## config.mk

```make
export PLATFORM = sky130hd
export DESIGN_NAME = uart_boot_loader
export DESIGN_NICKNAME = d
export VERILOG_FILES = /design/src/rtl/boot_loader_pkg.sv /design/src/rtl/uart_rx_byte.sv /design/src/rtl/uart_boot_loader.sv
export SDC_FILE = /design/constraint.sdc
export NUM_CORES = 1
export LEC_CHECK = 0
export CAP_MARGIN = 25
export CORE_MARGIN = 3
export CORE_UTILIZATION = 35
export DETAILED_ROUTE_END_ITERATION = 10
export HOLD_SLACK_MARGIN = 0.05
export PLACE_DENSITY_LB_ADDON = 0.05
export RECOVER_POWER = 25
export SETUP_SLACK_MARGIN = 0.1
export SYNTH_ARGS = -nofsm -noshare
export SYNTH_HDL_FRONTEND = slang
export SYNTH_SLANG_ARGS = --single-unit
```

## constraint.sdc

```tcl
create_clock -name CLK -period 4.2 [get_ports CLK]
set_clock_uncertainty 0.05 [all_clocks]
set_input_delay 0.84 -clock CLK [delete_from_list [all_inputs] [get_ports CLK]]
set_output_delay 0.84 -clock CLK [all_outputs]
set_load 0.02 [all_outputs]
```

## src/rtl/boot_loader_pkg.sv

```systemverilog
// Shared definitions for the UART boot loader: protocol constants, field
// widths and the state encodings of the protocol FSM and serial receiver.
package boot_loader_pkg;

    localparam logic [7:0] SYNC_BYTE  = 8'hA5;
    localparam int         WORD_W     = 32;
    localparam int         BYTE_W     = 8;
    localparam int         LEN_BYTES  = 4;
    localparam int         WORD_BYTES = 4;
    localparam int         CSUM_W     = 8;
    localparam logic [WORD_W-1:0] ADDR_STEP = 32'd4;

    typedef enum logic [2:0] {
        ST_SYNC,
        ST_LEN,
        ST_DATA,
        ST_WRITE,
        ST_CSUM,
        ST_DONE,
        ST_ERR
    } state_t;

    typedef enum logic [1:0] {
        RX_IDLE,
        RX_START,
        RX_BITS,
        RX_STOP
    } rx_state_t;

endpackage

```

## src/rtl/uart_rx_byte.sv

```systemverilog
// 8N1 serial receiver: input synchronizer, half-bit start qualification,
// centre sampling of data and stop bits, one-cycle byte / framing strobes.
module uart_rx_byte
    import boot_loader_pkg::*;
#(
    parameter int CLKS_PER_BIT = 104
) (
    input  logic                CLK,
    input  logic                RST_N,
    input  logic                rx,
    output logic [BYTE_W-1:0]   byte_data,
    output logic                byte_valid,
    output logic                frame_err
);

    localparam int CNT_W = (CLKS_PER_BIT > 2) ? $clog2(CLKS_PER_BIT) : 1;
    localparam logic [CNT_W-1:0] FULL_LOAD = CNT_W'(CLKS_PER_BIT - 1);
    localparam logic [CNT_W-1:0] HALF_LOAD = CNT_W'(CLKS_PER_BIT / 2 - 1);

    rx_state_t          rx_state, rx_next;
    logic               sync1, sync2, prev;
    logic [CNT_W-1:0]   cnt, cnt_n;
    logic [2:0]         bit_idx, bit_n;
    logic [BYTE_W-1:0]  shreg, sh_n;
    logic               valid_n, ferr_n;

    always_ff @(posedge CLK or negedge RST_N) begin
        if (!RST_N) begin
            sync1      <= 1'b1;
            sync2      <= 1'b1;
            prev       <= 1'b1;
            rx_state   <= RX_IDLE;
            cnt        <= '0;
            bit_idx    <= '0;
            shreg      <= '0;
            byte_valid <= 1'b0;
            frame_err  <= 1'b0;
        end else begin
            sync1      <= rx;
            sync2      <= sync1;
            prev       <= sync2;
            rx_state   <= rx_next;
            cnt        <= cnt_n;
            bit_idx    <= bit_n;
            shreg      <= sh_n;
            byte_valid <= valid_n;
            frame_err  <= ferr_n;
        end
    end

    always_comb begin
        rx_next = rx_state;
        cnt_n   = (cnt == '0) ? '0 : cnt - 1'b1;
        bit_n   = bit_idx;
        sh_n    = shreg;
        valid_n = 1'b0;
        ferr_n  = 1'b0;
        case (rx_state)
            RX_IDLE: begin
                if (prev && !sync2) begin
                    rx_next = RX_START;
                    cnt_n   = HALF_LOAD;
                end
            end
            RX_START: begin
                // A start bit that is no longer low at half-bit is a glitch.
                if (cnt == '0) begin
                    if (!sync2) begin
                        rx_next = RX_BITS;
                        cnt_n   = FULL_LOAD;
                        bit_n   = '0;
                    end else begin
                        rx_next = RX_IDLE;
                    end
                end
            end
            RX_BITS: begin
                if (cnt == '0) begin
                    sh_n  = {sync2, shreg[BYTE_W-1:1]};
                    cnt_n = FULL_LOAD;
                    bit_n = bit_idx + 3'd1;
                    if (bit_idx == 3'd7) rx_next = RX_STOP;
                end
            end
            RX_STOP: begin
                if (cnt == '0) begin
                    valid_n = sync2;
                    ferr_n  = !sync2;
                    rx_next = RX_IDLE;
                end
            end
            default: rx_next = RX_IDLE;
        endcase
    end

    assign byte_data = shreg;

endmodule

```

## src/rtl/uart_boot_loader.sv

```systemverilog
// UART boot loader: receives a framed, checksummed image over 8N1 serial and
// writes it word by word to memory while holding the SoC core in reset.
//
//   state    | meaning
//   ---------+---------------------------------------------------------
//   ST_SYNC  | waiting for the sync byte, other bytes ignored
//   ST_LEN   | assembling the 4-byte little-endian word count
//   ST_DATA  | assembling the next 4-byte little-endian data word
//   ST_WRITE | wr_valid held until wr_ready; any byte here is an overrun
//   ST_CSUM  | comparing the received byte with the running sum
//   ST_DONE  | image accepted, SoC released, bytes ignored until reset
//   ST_ERR   | load failed; a sync byte restarts at ST_LEN
module uart_boot_loader
    import boot_loader_pkg::*;
#(
    parameter int          CLK_FREQ_HZ = 12000000,
    parameter int          BAUD        = 115200,
    parameter logic [31:0] BASE_ADDR   = 32'h8000_0000,
    parameter int          MAX_WORDS   = 4096
) (
    input  logic               CLK,
    input  logic               RST_N,
    input  logic               uart_rx,
    output logic               wr_valid,
    input  logic               wr_ready,
    output logic [WORD_W-1:0]  wr_addr,
    output logic [WORD_W-1:0]  wr_data,
    output logic               soc_hold,
    output logic               load_done,
    output logic               load_err
);

    localparam int CLKS_PER_BIT = CLK_FREQ_HZ / BAUD;

    logic [BYTE_W-1:0] rx_data;
    logic              rx_valid, rx_ferr;

    uart_rx_byte #(
        .CLKS_PER_BIT (CLKS_PER_BIT)
    ) u_rx (
        .CLK        (CLK),
        .RST_N      (RST_N),
        .rx         (uart_rx),
        .byte_data  (rx_data),
        .byte_valid (rx_valid),
        .frame_err  (rx_ferr)
    );

    state_t            state, state_n;
    logic [WORD_W-1:0] asm_word, asm_n;
    logic [1:0]        byte_idx, idx_n;
    logic [WORD_W-1:0] word_count, cnt_n;
    logic [WORD_W-1:0] words_done, done_n;
    logic [CSUM_W-1:0] csum, csum_n;
    logic [WORD_W-1:0] addr_n, data_n;
    logic [WORD_W-1:0] new_word;
    logic              last_byte;

    always_ff @(posedge CLK or negedge RST_N) begin
        if (!RST_N) begin
            state      <= ST_SYNC;
            asm_word   <= '0;
            byte_idx   <= '0;
            word_count <= '0;
            words_done <= '0;
            csum       <= '0;
            wr_addr    <= BASE_ADDR;
            wr_data    <= '0;
        end else begin
            state      <= state_n;
            asm_word   <= asm_n;
            byte_idx   <= idx_n;
            word_count <= cnt_n;
            words_done <= done_n;
            csum       <= csum_n;
            wr_addr    <= addr_n;
            wr_data    <= data_n;
        end
    end

    // Bytes arrive LSB first, so each new byte enters at the top.
    assign new_word  = {rx_data, asm_word[WORD_W-1:BYTE_W]};
    assign last_byte = (byte_idx == 2'(LEN_BYTES - 1));

    always_comb begin
        state_n = state;
        asm_n   = asm_word;
        idx_n   = byte_idx;
        cnt_n   = word_count;
        done_n  = words_done;
        csum_n  = csum;
        addr_n  = wr_addr;
        data_n  = wr_data;
        case (state)
            ST_SYNC: begin
                if (rx_valid && rx_data == SYNC_BYTE) begin
                    state_n = ST_LEN;
                    idx_n   = '0;
                    done_n  = '0;
                    csum_n  = '0;
                end
            end
            ST_LEN: begin
                if (rx_ferr) begin
                    state_n = ST_ERR;
                end else if (rx_valid) begin
                    asm_n = new_word;
                    idx_n = byte_idx + 2'd1;
                    if (last_byte) begin
                        cnt_n = new_word;
                        if (new_word > 32'(MAX_WORDS)) begin
                            state_n = ST_ERR;
                        end else if (new_word == '0) begin
                            state_n = ST_CSUM;
                        end else begin
                            state_n = ST_DATA;
                            addr_n  = BASE_ADDR;
                        end
                    end
                end
            end
            ST_DATA: begin
                if (rx_ferr) begin
                    state_n = ST_ERR;
                end else if (rx_valid) begin
                    asm_n  = new_word;
                    idx_n  = byte_idx + 2'd1;
                    csum_n = csum + rx_data;
                    if (last_byte) begin
                        data_n  = new_word;
                        state_n = ST_WRITE;
                    end
                end
            end
            ST_WRITE: begin
                // Overrun wins over a same-cycle handshake.
                if (rx_ferr || rx_valid) begin
                    state_n = ST_ERR;
                end else if (wr_ready) begin
                    addr_n  = wr_addr + ADDR_STEP;
                    done_n  = words_done + 32'd1;
                    state_n = (words_done + 32'd1 == word_count) ? ST_CSUM : ST_DATA;
                end
            end
            ST_CSUM: begin
                if (rx_ferr) begin
                    state_n = ST_ERR;
                end else if (rx_valid) begin
                    state_n = (rx_data == csum) ? ST_DONE : ST_ERR;
                end
            end
            ST_DONE: begin
                state_n = ST_DONE;
            end
            ST_ERR: begin
                if (rx_valid && rx_data == SYNC_BYTE) begin
                    state_n = ST_LEN;
                    idx_n   = '0;
                    done_n  = '0;
                    csum_n  = '0;
                end
            end
            default: state_n = ST_SYNC;
        endcase
    end

    assign wr_valid  = (state == ST_WRITE);
    assign soc_hold  = (state != ST_DONE);
    assign load_done = (state == ST_DONE);
    assign load_err  = (state == ST_ERR);

endmodule
```

# After elaboration in Yosys (flattened, before gate mapping)
# Cells that the tools add are included.
op_classes:
  n_addsub: 6
  magnitude_cmp: 1
  n_eq_ne: 39
  mux: 57
  bitwise: 1
  reduce_logical: 26
ops:
  columns: ["op", "n"]
  rows:
  - ["two-way mux 32 bit", 10]
  - ["case mux 32 bit (2 select lines)", 2]
  - ["two-way mux 3 bit", 17]
  - ["two-way mux 7 bit", 5]
  - ["adder 32 x 1 -> 32 bit, second input constant", 1]
  - ["adder 32 x 3 -> 32 bit, second input constant", 1]
  - ["equality test 32 bit", 1]
  - ["> comparator 32 x 13 -> 1 bit, second input constant", 1]
  - ["logical NOT 32 bit", 1]
  - ["two-way mux 8 bit", 3]
  - ["AND reduction 4 bit", 6]
  - ["case mux 7 bit (3 select lines)", 1]
  - ["two-way mux 2 bit", 10]
  - ["inequality test 2 x 1 -> 1 bit, second input constant", 10]
  - ["case mux 3 bit (6 select lines)", 1]
  - ["inequality test 2 bit, second input constant", 8]
  - ["case mux 8 bit (2 select lines)", 1]
  - ["equality test 3 bit, second input constant", 4]
  - ["inequality test 3 x 1 -> 1 bit, second input constant", 4]
  - ["nonzero test 2 bit", 5]
  - ["adder 8 bit", 1]
  - ["equality test 8 bit", 1]
  - ["equality test 8 bit, second input constant", 1]
  - ["case mux 2 bit (4 select lines)", 1]
  - ["25 further kinds", 34]
totals:
  reg_bits: 198
  in_bits: 4
  output_inout_bits: 68
  wordCells: 147

# Depth between registers and ports, before layout
# Gate-level depths: netlist of the first run.
depth:
  word_depth: 7
  depth_mapped: 10
  mapped_depth_nobuf: 9

# Hierarchy
# From an unflattened synthesis of the first run, not the netlist that was laid out.
unflattened:
  cells_unflattened: 922
  hier_area_um2: 9735.6
by_module_without_submodules:
  columns: ["module", "instances", "cells_per_inst", "area_per_inst_um2", "seq_area_each_um2"]
  rows:
  - ["uart_boot_loader", 1, 823, 8548.2, 4080.2]
  - ["uart_rx_byte", 1, 99, 1187.4, 629.4]

# Worst setup path before layout of the first run
# Ideal clock, no wire load.
synth_path:
  path_type: "reg2reg"
  start: "register words_done[0]"
  end: "register state[1]"
  setup_time_ns: 0.119
  arrival_time_ns: 2.427
  required_time_ns: 4.031
  path_slack_ns: 1.604
  path_stages_with_launch: 11
  path_buffers: 1
  synth_period_minus_slack_ns: 2.596
  cell_sequence: "dfrtp_1 ha_1 and4_1 clkbuf_1 nand3_1 nor4_1 xnor2_1 o2111ai_1 nor4_1 nand4_1 o21a_1"
synth_between:
  elab_chain_len: 6
synth_rtl:
  columns: ["item", "line_no", "rtl"]
  rows:
  - ["start: declaration", "uart_boot_loader.sv:53", "logic [WORD_W-1:0] words_done, done_n;"]
  - ["start signal: assignment", "uart_boot_loader.sv:74", "words_done <= done_n;"]
  - ["adder 32 x 1 -> 32 bit", "uart_boot_loader.sv:142", "state_n = (words_done + 32'd1 == word_count) ? ST_CSUM : ST_DATA;"]
  - ["equality test 32 bit", "uart_boot_loader.sv:142", null]
  - ["two-way mux 3 bit", "uart_boot_loader.sv:142", null]
  - ["two-way mux 3 bit", "uart_boot_loader.sv:139", "end else if (wr_ready) begin"]
  - ["two-way mux 3 bit", "uart_boot_loader.sv:137", "if (rx_ferr || rx_valid) begin"]
  - ["case mux 3 bit (6 select lines)", "uart_boot_loader.sv:94", "case (state)"]
  - ["end signal: assignment", "uart_boot_loader.sv:70", "state <= state_n;"]
  - ["end: declaration", "uart_boot_loader.sv:49", "state_t state, state_n;"]
# No other way between the ends. The select of a mux whose other input is x is not followed.
# A chain may end at the register's enable or synchronous reset.

# Worst setup path in the final report of the first run
layout_path:
  start: "register state[1]"
  end: "output port wr_valid"
layout_between:
  elab_chain_len: 1
layout_rtl:
  columns: ["item", "line_no", "rtl"]
  rows:
  - ["equality test 3 x 2 -> 1 bit", "uart_boot_loader.sv:167", "assign wr_valid = (state == ST_WRITE);"]
  - ["end: declaration", "uart_boot_loader.sv:24", "output logic wr_valid,"]
# No other way between the ends.

==> results.json, run 1 <==
{
  "instances_no_fill": 1418,
  "synth_cell_type_count": 68,
  "syn-instance-count": 982,
  "ys.flop_type": "dfrtp_1",
  "clockRootBuffer": "clkbuf_16",
  "setup-tns-final_ps": 0,
  "power.share.switching": 0.271,
  "outcome": "complete, but fails checks",
  "cellPowerDensity_nw_per_um2": 329,
  "tritoncts_clock_tree": "done",
  "grt_first_pass_wirelength_um": 42800,
  "finalWirelength_um": 25600,
  "io-pin-count": 72,
  "crit_fanout": 16,
  "synth_most_common_cell": "dfrtp_1",
  "syn2layout_area_growth_pct": 17.2,
  "vdd_ir_drop_max_mv": 0.258,
  "grt_max_degree": 71,
  "row_count": 60,
  "avgRoutedWirePerCell_um": 18.0,
  "crit_chain": "nor2b_1 > nand2_1 > inv_1 > clkdlybuf4s50_1",
  "count_of_nets_after_finishing": 1052,
  "crit_arrival_ps": 2510,
  "global_route.overflow_total": 0,
  "grt_pass1_vias": 7236,
  "postSynthAreaPerCell_sq_um": 9.94,
  "final-hold-violation-count": 0,
  "tritoncts_num_sinks": 188,
  "share_of_total_power_in_sequential_cells": 0.507,
  "dr.first_iter.drc_count": 475,
  "number_of_buffers_added_on_ports": 69,
  "initial_antenna_violation_count": 0,
  "fillerInstances": 2709,
  "yosys_warnings": 0,
  "worstHoldPathType": "flop to flop",
  "syn_area_sq_um": 9760,
  "antenna_cells": 0,
  "grt_util_all_layers": 0.176,
  "setup_violations": 0,
  "worst_hold_slack_ps": 314,
  "clk_path_buf_depth": 2,
  "die_y_um": 173,
  "cpMaxStageDelayCell": "clkdlybuf4s50_1",
  "worst_path_largest_cell_delay_ps": 640,
  "slew_headroom": -0.208,
  "ys_ff_latch": 188,
  "power.share.clock": 0.447,
  "chip_width_um": 173,
  "slew_viol_final": 71,
  "initial_utilization": 0.359,
  "worst_setup_hold_path_clk_slew_ps": 90,
  "final.min_clock_period_ps": 3400,
  "yosysTopAreaCell": "dfrtp_1",
  "netlist_top_cells_area": "dfrtp_1 (47%), mux2_2 (8.1%), nand2_1 (4.9%)",
  "timing.critical_path.required_ps": 3310,
  "internal_power_mw": 2.74,
  "rsz_0062_raised_after_global_routing": "false",
  "insertion_delay_ps": 450,
  "worstMarginPinSlew_ps": 1810,
  "synth_seq_area_share": 0.483,
  "fp.coreArea_sq_um": 27200,
  "postRouteAntennaNets": 0,
  "first_pass_iters": 5,
  "power.static_leakage_nw": 5.18,
  "ys_top_cells_by_count": "dfrtp_1 (184), nand2_1 (127), mux2_2 (70), nor2_1 (67), o21ai_0 (52)",
  "drcViolationCount": 0,
  "worstSetupPathType": "flop to primary output",
  "cts-buffers-inserted": 17,
  "h-tree-depth": 4,
  "async_s_r_ff_share_synth": 1.00,
  "final.period_utilization": 0.808,
  "finalWeightedCongestion": 0.876,
  "viasPerCell": 5.23,
  "net-switching-power_mw": 1.02,
  "start_kind": "flop",
  "cap_viol_max_count": 1,
  "cts_repair_resize_count": 0,
  "drive_above_1_share": 0.141,
  "detailedPlacementHpwl_um": 17500,
  "cts_setup_buffers": 0,
  "placedCellCount": 1384,
  "critical_path.endpoint_type": "primary output",
  "die_area_sq_um": 29900,
  "achievable-frequency_ghz": 0.295,
  "netlist.area_leader.share": 0.472,
  "synth_enable_flop_cells": 0,
  "pwr-share-comb": 0.045,
  "cts.hold.buffers_added": 0,
  "route.vias.total": 7419,
  "violations": "max-capacitance violations, max-slew violations"
}
routing by layer:
layer | vias up | track usage | part of all wire
li1 | 3621 | - | -
met1 | 3632 | 0.274 | 0.52
met2 | 136 | 0.255 | 0.43
met3 | 30 | 0.0255 | 0.032
met4 | 0 | 0.0449 | 0.016
met5 | - | 0 | 0
worst max-delay path, delay by kind of cell, from the launching register on:
kind | cells | cell delay [ps]
flops | 1 | 610
buf+inv | 2 | 860
simple gates | 2 | 600
worst paths after layout:
check | startpoint | endpoint | slack (ps) | depth (start not counted)
setup / recovery | state[1] | wr_valid | 800 | 4
hold / removal | u_rx.sync1 | u_rx.sync2 | 310 | 0
setup reg to reg | words_done[0] | state[1] | 1190 | 9
hold reg to reg | u_rx.sync1 | u_rx.sync2 | 310 | 0
max in group asynchronous | RST_N | csum[2] | 1620 | 2
min in group asynchronous | RST_N | words_done[10] | 330 | 1
registers in the layout, summed over array words and instances, names as in the netlist, 2 cells and up:
signal and count:
u_rx.bit_idx 3, wr_addr 30, u_rx.rx_state 2, wr_data 32
csum 8, word_count 32, asm_word 24, byte_idx 2
words_done 32, u_rx.byte_data 8, state 3, u_rx.cnt 7
kinds of logic after synthesis:
group,after synthesis,synth area share
XOR/XNOR,72,0.0646
flip-flops,188,0.483
AND/OR/NAND/NOR,397,0.211
buffers and inverters,71,0.0315
adder cells (fa/ha/maj),15,0.0200
multiplexers,72,0.0828
other,1,0.000384
AO/OA/AOI/OAI,166,0.107
stage by stage:
| step | instance area (sq um) | power (mW) | setup slack (ps) | utilization |
|---|---|---|---|---|
| 2_1_floorplan | 9760 | 2.05 | 1600 | - |
| 3_3_place_gp | 10800 | 2.12 | 966 | 0.397 |
| 3_5_place_dp | 10800 | 2.12 | 928 | 0.397 |
| 4_1_cts | 11400 | 3.81 | 782 | 0.420 |
| 5_1_grt | 11400 | 3.92 | 590 | 0.421 |
| 6_report | 11400 | 3.76 | 805 | 0.421 |
layout by cell type, fill, tap and decap left out, types with 14 or more instances in the layout:
cell type | netlist | routed
clkdlybuf4s50_1 | 0 | 67
nor4_1 | 15 | 14
nor2_1 | 67 | 67
or3_1 | 20 | 20
and3_1 | 20 | 20
nand4_1 | 20 | 20
inv_1 | 19 | 19
xor2_1 | 29 | 29
clkbuf_16 | 0 | 17
ha_1 | 14 | 14
xnor2_1 | 43 | 43
a21oi_1 | 45 | 45
nand3_1 | 39 | 39
nand2_1 | 127 | 127
dfrtp_1 | 184 | 184
o21ai_0 | 52 | 52
nor3_1 | 31 | 30
mux2_2 | 70 | 70
power groups by stage:
stage	clock [mW]	combinational, mW	sequential, mW
after floorplan	0	0.131	1.92
after global placement	0	0.177	1.94
after detailed placement	0	0.179	1.94
after CTS	1.73	0.178	1.91
after global routing	1.80	0.204	1.92
final	1.68	0.171	1.91
cell type report:
type,instances,area [sq um],area share
inverters,20,75.1,0.00657
clock inverters,15,195,0.0171
clock buffers,17,425,0.0372
well taps,372,465,0.0407
repair buffers,82,807,0.0706
flip-flops and latches,188,4710,0.412
multi-input cells,724,4760,0.416
Power figures use the tool's default switching activity.
==> inputs of run 2 (changes only) <==
clock period = 3.2 ns   (was 4.2 ns; I/O delays follow)
==> results.json, run 2 (synthesized netlist as in run 1, its figures left out) <==
{
  "grt_first_pass_wirelength_um": 42300,
  "vdd_ir_drop_max_mv": 0.397,
  "count_of_nets_after_finishing": 1077,
  "grt_max_degree": 72,
  "postRouteAntennaNets": 0,
  "drcViolationCount": 0,
  "grt_pass1_vias": 7314,
  "die_y_um": 173,
  "worstMarginPinSlew_ps": 1890,
  "initial_antenna_violation_count": 0,
  "io-pin-count": 72,
  "first_pass_iters": 5,
  "worst_setup_hold_path_clk_slew_ps": 90,
  "finalWeightedCongestion": 0.884,
  "final.min_clock_period_ps": 2950,
  "worstHoldPathType": "flop to flop",
  "cellPowerDensity_nw_per_um2": 429,
  "clockRootBuffer": "clkbuf_16",
  "start_kind": "flop",
  "row_count": 60,
  "finalWorstSetupSlack_ps": 251,
  "cap_viol_max_count": 1,
  "finalWirelength_um": 25800,
  "worstSetupPathType": "flop to primary output",
  "tritoncts_clock_tree": "done",
  "grt_util_all_layers": 0.175,
  "largest_registers": "word_count x32, words_done x32, wr_data x32",
  "achievable-frequency_ghz": 0.339,
  "cp.buffers_inverters": 3,
  "pre_cts_slack_ps": 159,
  "drive_above_1_share": 0.167,
  "route.vias.total": 7522,
  "crit_arrival_ps": 2260,
  "h-tree-depth": 4,
  "die_area_sq_um": 29900,
  "clk_path_buf_depth": 2,
  "timing.critical_path.required_ps": 2510,
  "global_route.overflow_total": 0,
  "tritoncts_num_sinks": 188,
  "final.period_utilization": 0.922,
  "slew_headroom": -0.263,
  "final_cell_mix": "dfrtp_1 (182), nand2_1 (127), mux2_2 (70)",
  "family_of_cells_with_the_greatest_summed_delay_on_the_critical_path": "buffers and inverters",
  "critical_path.endpoint_type": "primary output",
  "syn2layout_area_growth_pct": 19.8,
  "crit_fanout": 18,
  "rsz_0062_raised_after_global_routing": "true",
  "avgRoutedWirePerCell_um": 17.9,
  "most_common_cell_after_layout_fill_and_taps_aside": "dfrtp_1",
  "viasPerCell": 5.21,
  "fp.coreArea_sq_um": 27200,
  "detailedPlacementHpwl_um": 17800,
  "chip_width_um": 173,
  "setup_violations": 0,
  "worst_path_largest_cell_delay_ps": 700,
  "dr.first_iter.drc_count": 573,
  "setup-tns-final_ps": 0,
  "number_of_buffers_added_on_ports": 69,
  "antenna_cells": 0,
  "cts-buffers-inserted": 17,
  "violations": "max-capacitance violations, max-slew violations",
  "cpMaxStageDelayCell": "dfrtp_1",
  "outcome": "complete, but fails checks",
  "slew_viol_final": 71,
  "insertion_delay_ps": 450,
  "cts.hold.buffers_added": 0,
  "initial_utilization": 0.359,
  "power.static_leakage_nw": 5.34,
  "final-hold-violation-count": 0,
  "crit_chain": "clkinv_1 > buf_4 > and3_1 > clkdlybuf4s50_1"
}
[run 2: cell count changes in the layout (fill, tap and decap cells not counted), moves of 2 or more]
| cell | delta |
|---|---|
| buf_12 | +3 |
| buf_4 | +24 |
| dfrtp_1 | -2 |
| dfrtp_2 | +2 |
| inv_12 | +2 |
| nor4_1 | -2 |
[run 2: repair_timing]
item / CTS / global route
endpoints found under the setup margin: 0 / 15
buffers inserted: 0 / 1
resized for setup: 0 / 8
[run 2: cell type report]
cell class / count / area, sq um
clock inverter: 15 / 220
clock buffer: 17 / 425
multi-input combinational: 724 / 4790
inverter: 20 / 75.1
sequential: 188 / 4710
tap: 372 / 465
fill: 2680 / 15500
timing repair buffer: 107 / 1000
[run 2: report_power, final]
group          internal (mW)  switching [mW]  total [mW]
logic                 0.0955           0.135       0.230
clock network           1.10            1.18        2.28
registers               2.43          0.0689        2.50
total                   3.63            1.38        5.01
[run 2: path summary, 6_finish.rpt]
path,from,to,slack (ps),cells past startpoint
min,u_rx.sync1,u_rx.sync2,320,0
min in group asynchronous,RST_N,words_done[8],660,1
max in group asynchronous,RST_N,u_rx.prev,1150,2
max,state[0],load_err,250,4
min reg2reg,u_rx.sync1,u_rx.sync2,320,0
max reg2reg,u_rx.byte_data[6],wr_addr[20],300,7
[run 2: per-stage QoR]
step	utilization	hold slack (ps)	cells	power, mW	area (sq um)
2_1_floorplan	-	294	983	2.69	9760
3_3_place_gp	0.405	297	1410	2.78	11000
3_5_place_dp	0.405	298	1410	2.78	11000
4_1_cts	0.429	188	1442	5.09	11700
5_1_grt	0.430	325	1443	5.24	11700
6_report	0.430	324	1443	5.01	11700
[run 2: layer usage]
layer | global-route usage | wire length (um) | up-vias
met5 | 0 | 0 | -
met4 | 0.0426 | 310 | 0
met3 | 0.0255 | 891 | 21
met2 | 0.259 | 11200 | 156
met1 | 0.268 | 13400 | 3691
li1 | - | - | 3654
==> inputs of run 3 (changes only) <==
SETUP_SLACK_MARGIN = 0.3   (was 0.1)
==> results.json, run 3 (synthesized netlist as in run 1, its figures left out) <==
{
  "outcome": "complete, but fails checks",
  "violations": "max-capacitance violations, max-slew violations",
  "worst_hold_path.num_cells": 0,
  "final_cell_mix": "dfrtp_1 (174), nand2_1 (127), mux2_2 (70)",
  "rsz_0062_raised_after_global_routing": "true",
  "setup_violations": 0,
  "final.period_utilization": 0.875,
  "count_of_nets_after_finishing": 1086,
  "timing.critical_path.required_ps": 3480,
  "die_y_um": 173,
  "crit_fanout": 6,
  "cpMaxStageDelayCell": "dfrtp_1",
  "cts-buffers-inserted": 17,
  "chip_width_um": 173,
  "setup-tns-final_ps": 0,
  "insertion_delay_ps": 440,
  "crit_chain": "ha_2 > nand4_1 > nor4_2 > buf_4 > xnor2_1 > o311a_1 > o2111ai_1 > nor4_2 > nand4_1 > o21a_1",
  "cap_viol_max_count": 1,
  "worst_setup_hold_path_clk_slew_ps": 90,
  "grt_max_degree": 72,
  "route.vias.total": 7573,
  "worstHoldPathType": "flop to flop",
  "initial_utilization": 0.359,
  "start_kind": "flop",
  "depth_of_the_worst_register_to_register_path": 10,
  "first_pass_iters": 5,
  "cellPowerDensity_nw_per_um2": 419,
  "cp.buffers_inverters": 1,
  "viasPerCell": 5.22,
  "initial_antenna_violation_count": 0,
  "tritoncts_clock_tree": "done",
  "drcViolationCount": 0,
  "achievable-frequency_ghz": 0.357,
  "worstMarginPinSlew_ps": 1900,
  "fp.coreArea_sq_um": 27200,
  "worst_path_largest_cell_delay_ps": 420,
  "slew_viol_final": 71,
  "worst_r2r_startpoint": "words_done[0]",
  "detailedPlacementHpwl_um": 17800,
  "antenna_cells": 0,
  "crit_start": "words_done[0]",
  "io-pin-count": 72,
  "slew_headroom": -0.268,
  "worst_hold_path.endpoint": "u_rx.sync2",
  "h-tree-depth": 4,
  "syn2layout_area_growth_pct": 22.7,
  "most_common_cell_after_layout_fill_and_taps_aside": "dfrtp_1",
  "cts.hold.buffers_added": 0,
  "final-hold-violation-count": 0,
  "grt_first_pass_wirelength_um": 42400,
  "utilization": 0.441,
  "row_count": 60,
  "fillerInstances": 2660,
  "dr.first_iter.drc_count": 551,
  "finalWirelength_um": 26300,
  "largest_registers": "word_count x32, words_done x32, wr_data x32",
  "global_route.overflow_total": 0,
  "pre_cts_slack_ps": 159,
  "finalWeightedCongestion": 0.884,
  "vdd_ir_drop_max_mv": 0.398,
  "die_area_sq_um": 29900,
  "clk_path_buf_depth": 2,
  "seq_area_sq_um": 4720,
  "finalWorstSetupSlack_ps": 398,
  "worstSetupPathType": "flop to flop",
  "final.min_clock_period_ps": 2800,
  "worst_hold_slack_ps": 324,
  "number_of_buffers_added_on_ports": 69,
  "crit_arrival_ps": 3080,
  "tritoncts_num_sinks": 188,
  "family_of_cells_with_the_greatest_summed_delay_on_the_critical_path": "simple AND/OR/NAND/NOR gates",
  "multiInputGateArea_sq_um": 4930,
  "postRouteAntennaNets": 0,
  "grt_pass1_vias": 7350,
  "power.static_leakage_nw": 5.46,
  "grt_util_all_layers": 0.175,
  "critical_path.endpoint_type": "flop",
  "timing.rr.end": "state[1]",
  "worst-r2r-setup-slack_ps": 400,
  "clockRootBuffer": "clkbuf_16",
  "drive_above_1_share": 0.193,
  "avgRoutedWirePerCell_um": 18.1,
  "timing.hold.worst.start": "u_rx.sync1"
}
run 3: timing repair:
| item | in CTS | in global routing |
|---|---|---|
| resized for setup | 6 | 31 |
| gates cloned | 0 | 3 |
| endpoints found under the setup margin | 21 | 30 |
| buffers inserted | 2 | 5 |
| pin swaps | 2 | 7 |
run 3: metal layers:
| metal | track usage | wire, um | vias up |
|---|---|---|---|
| li1 | - | - | 3675 |
| met3 | 0.0255 | 902 | 21 |
| met2 | 0.259 | 11500 | 152 |
| met5 | 0 | 0 | - |
| met1 | 0.269 | 13600 | 3725 |
| met4 | 0.0426 | 288 | 0 |
run 3: final cells by class:
cell class	count	area share
Multi-Input combinational cell	725	0.412
Sequential cell	188	0.394
Timing Repair Buffer	115	0.0950
Tap cell	372	0.0389
Clock buffer	17	0.0355
Clock inverter	15	0.0184
Inverter	20	0.00627
run 3: where the power goes:
part	switching, mW	total (mW)	leakage [nW]	internal, mW
clock	1.18	2.29	0.309	1.10
combinational	0.135	0.231	2.58	0.0956
sequential	0.0684	2.50	2.57	2.43
total	1.39	5.02	5.46	3.63
run 3: worst max-delay path by stage:
stage	end	slack (ps)	depth (start not counted)
2_1_floorplan	state[1]	600	10
3_3_place_gp	state[1]	140	10
3_5_place_dp	state[1]	160	10
4_1_cts	state[1]	250	10
5_1_grt	wr_addr[15]	240	9
6_report	state[1]	400	10
run 3: stage by stage:
step / total power [mW] / cell area [sq um] / cells
floorplan: 2.69 / 9760 / 983
global placement: 2.78 / 11000 / 1410
detailed placement: 2.78 / 11000 / 1410
CTS: 5.09 / 11700 / 1444
global route: 5.24 / 12000 / 1452
finish: 5.02 / 12000 / 1452
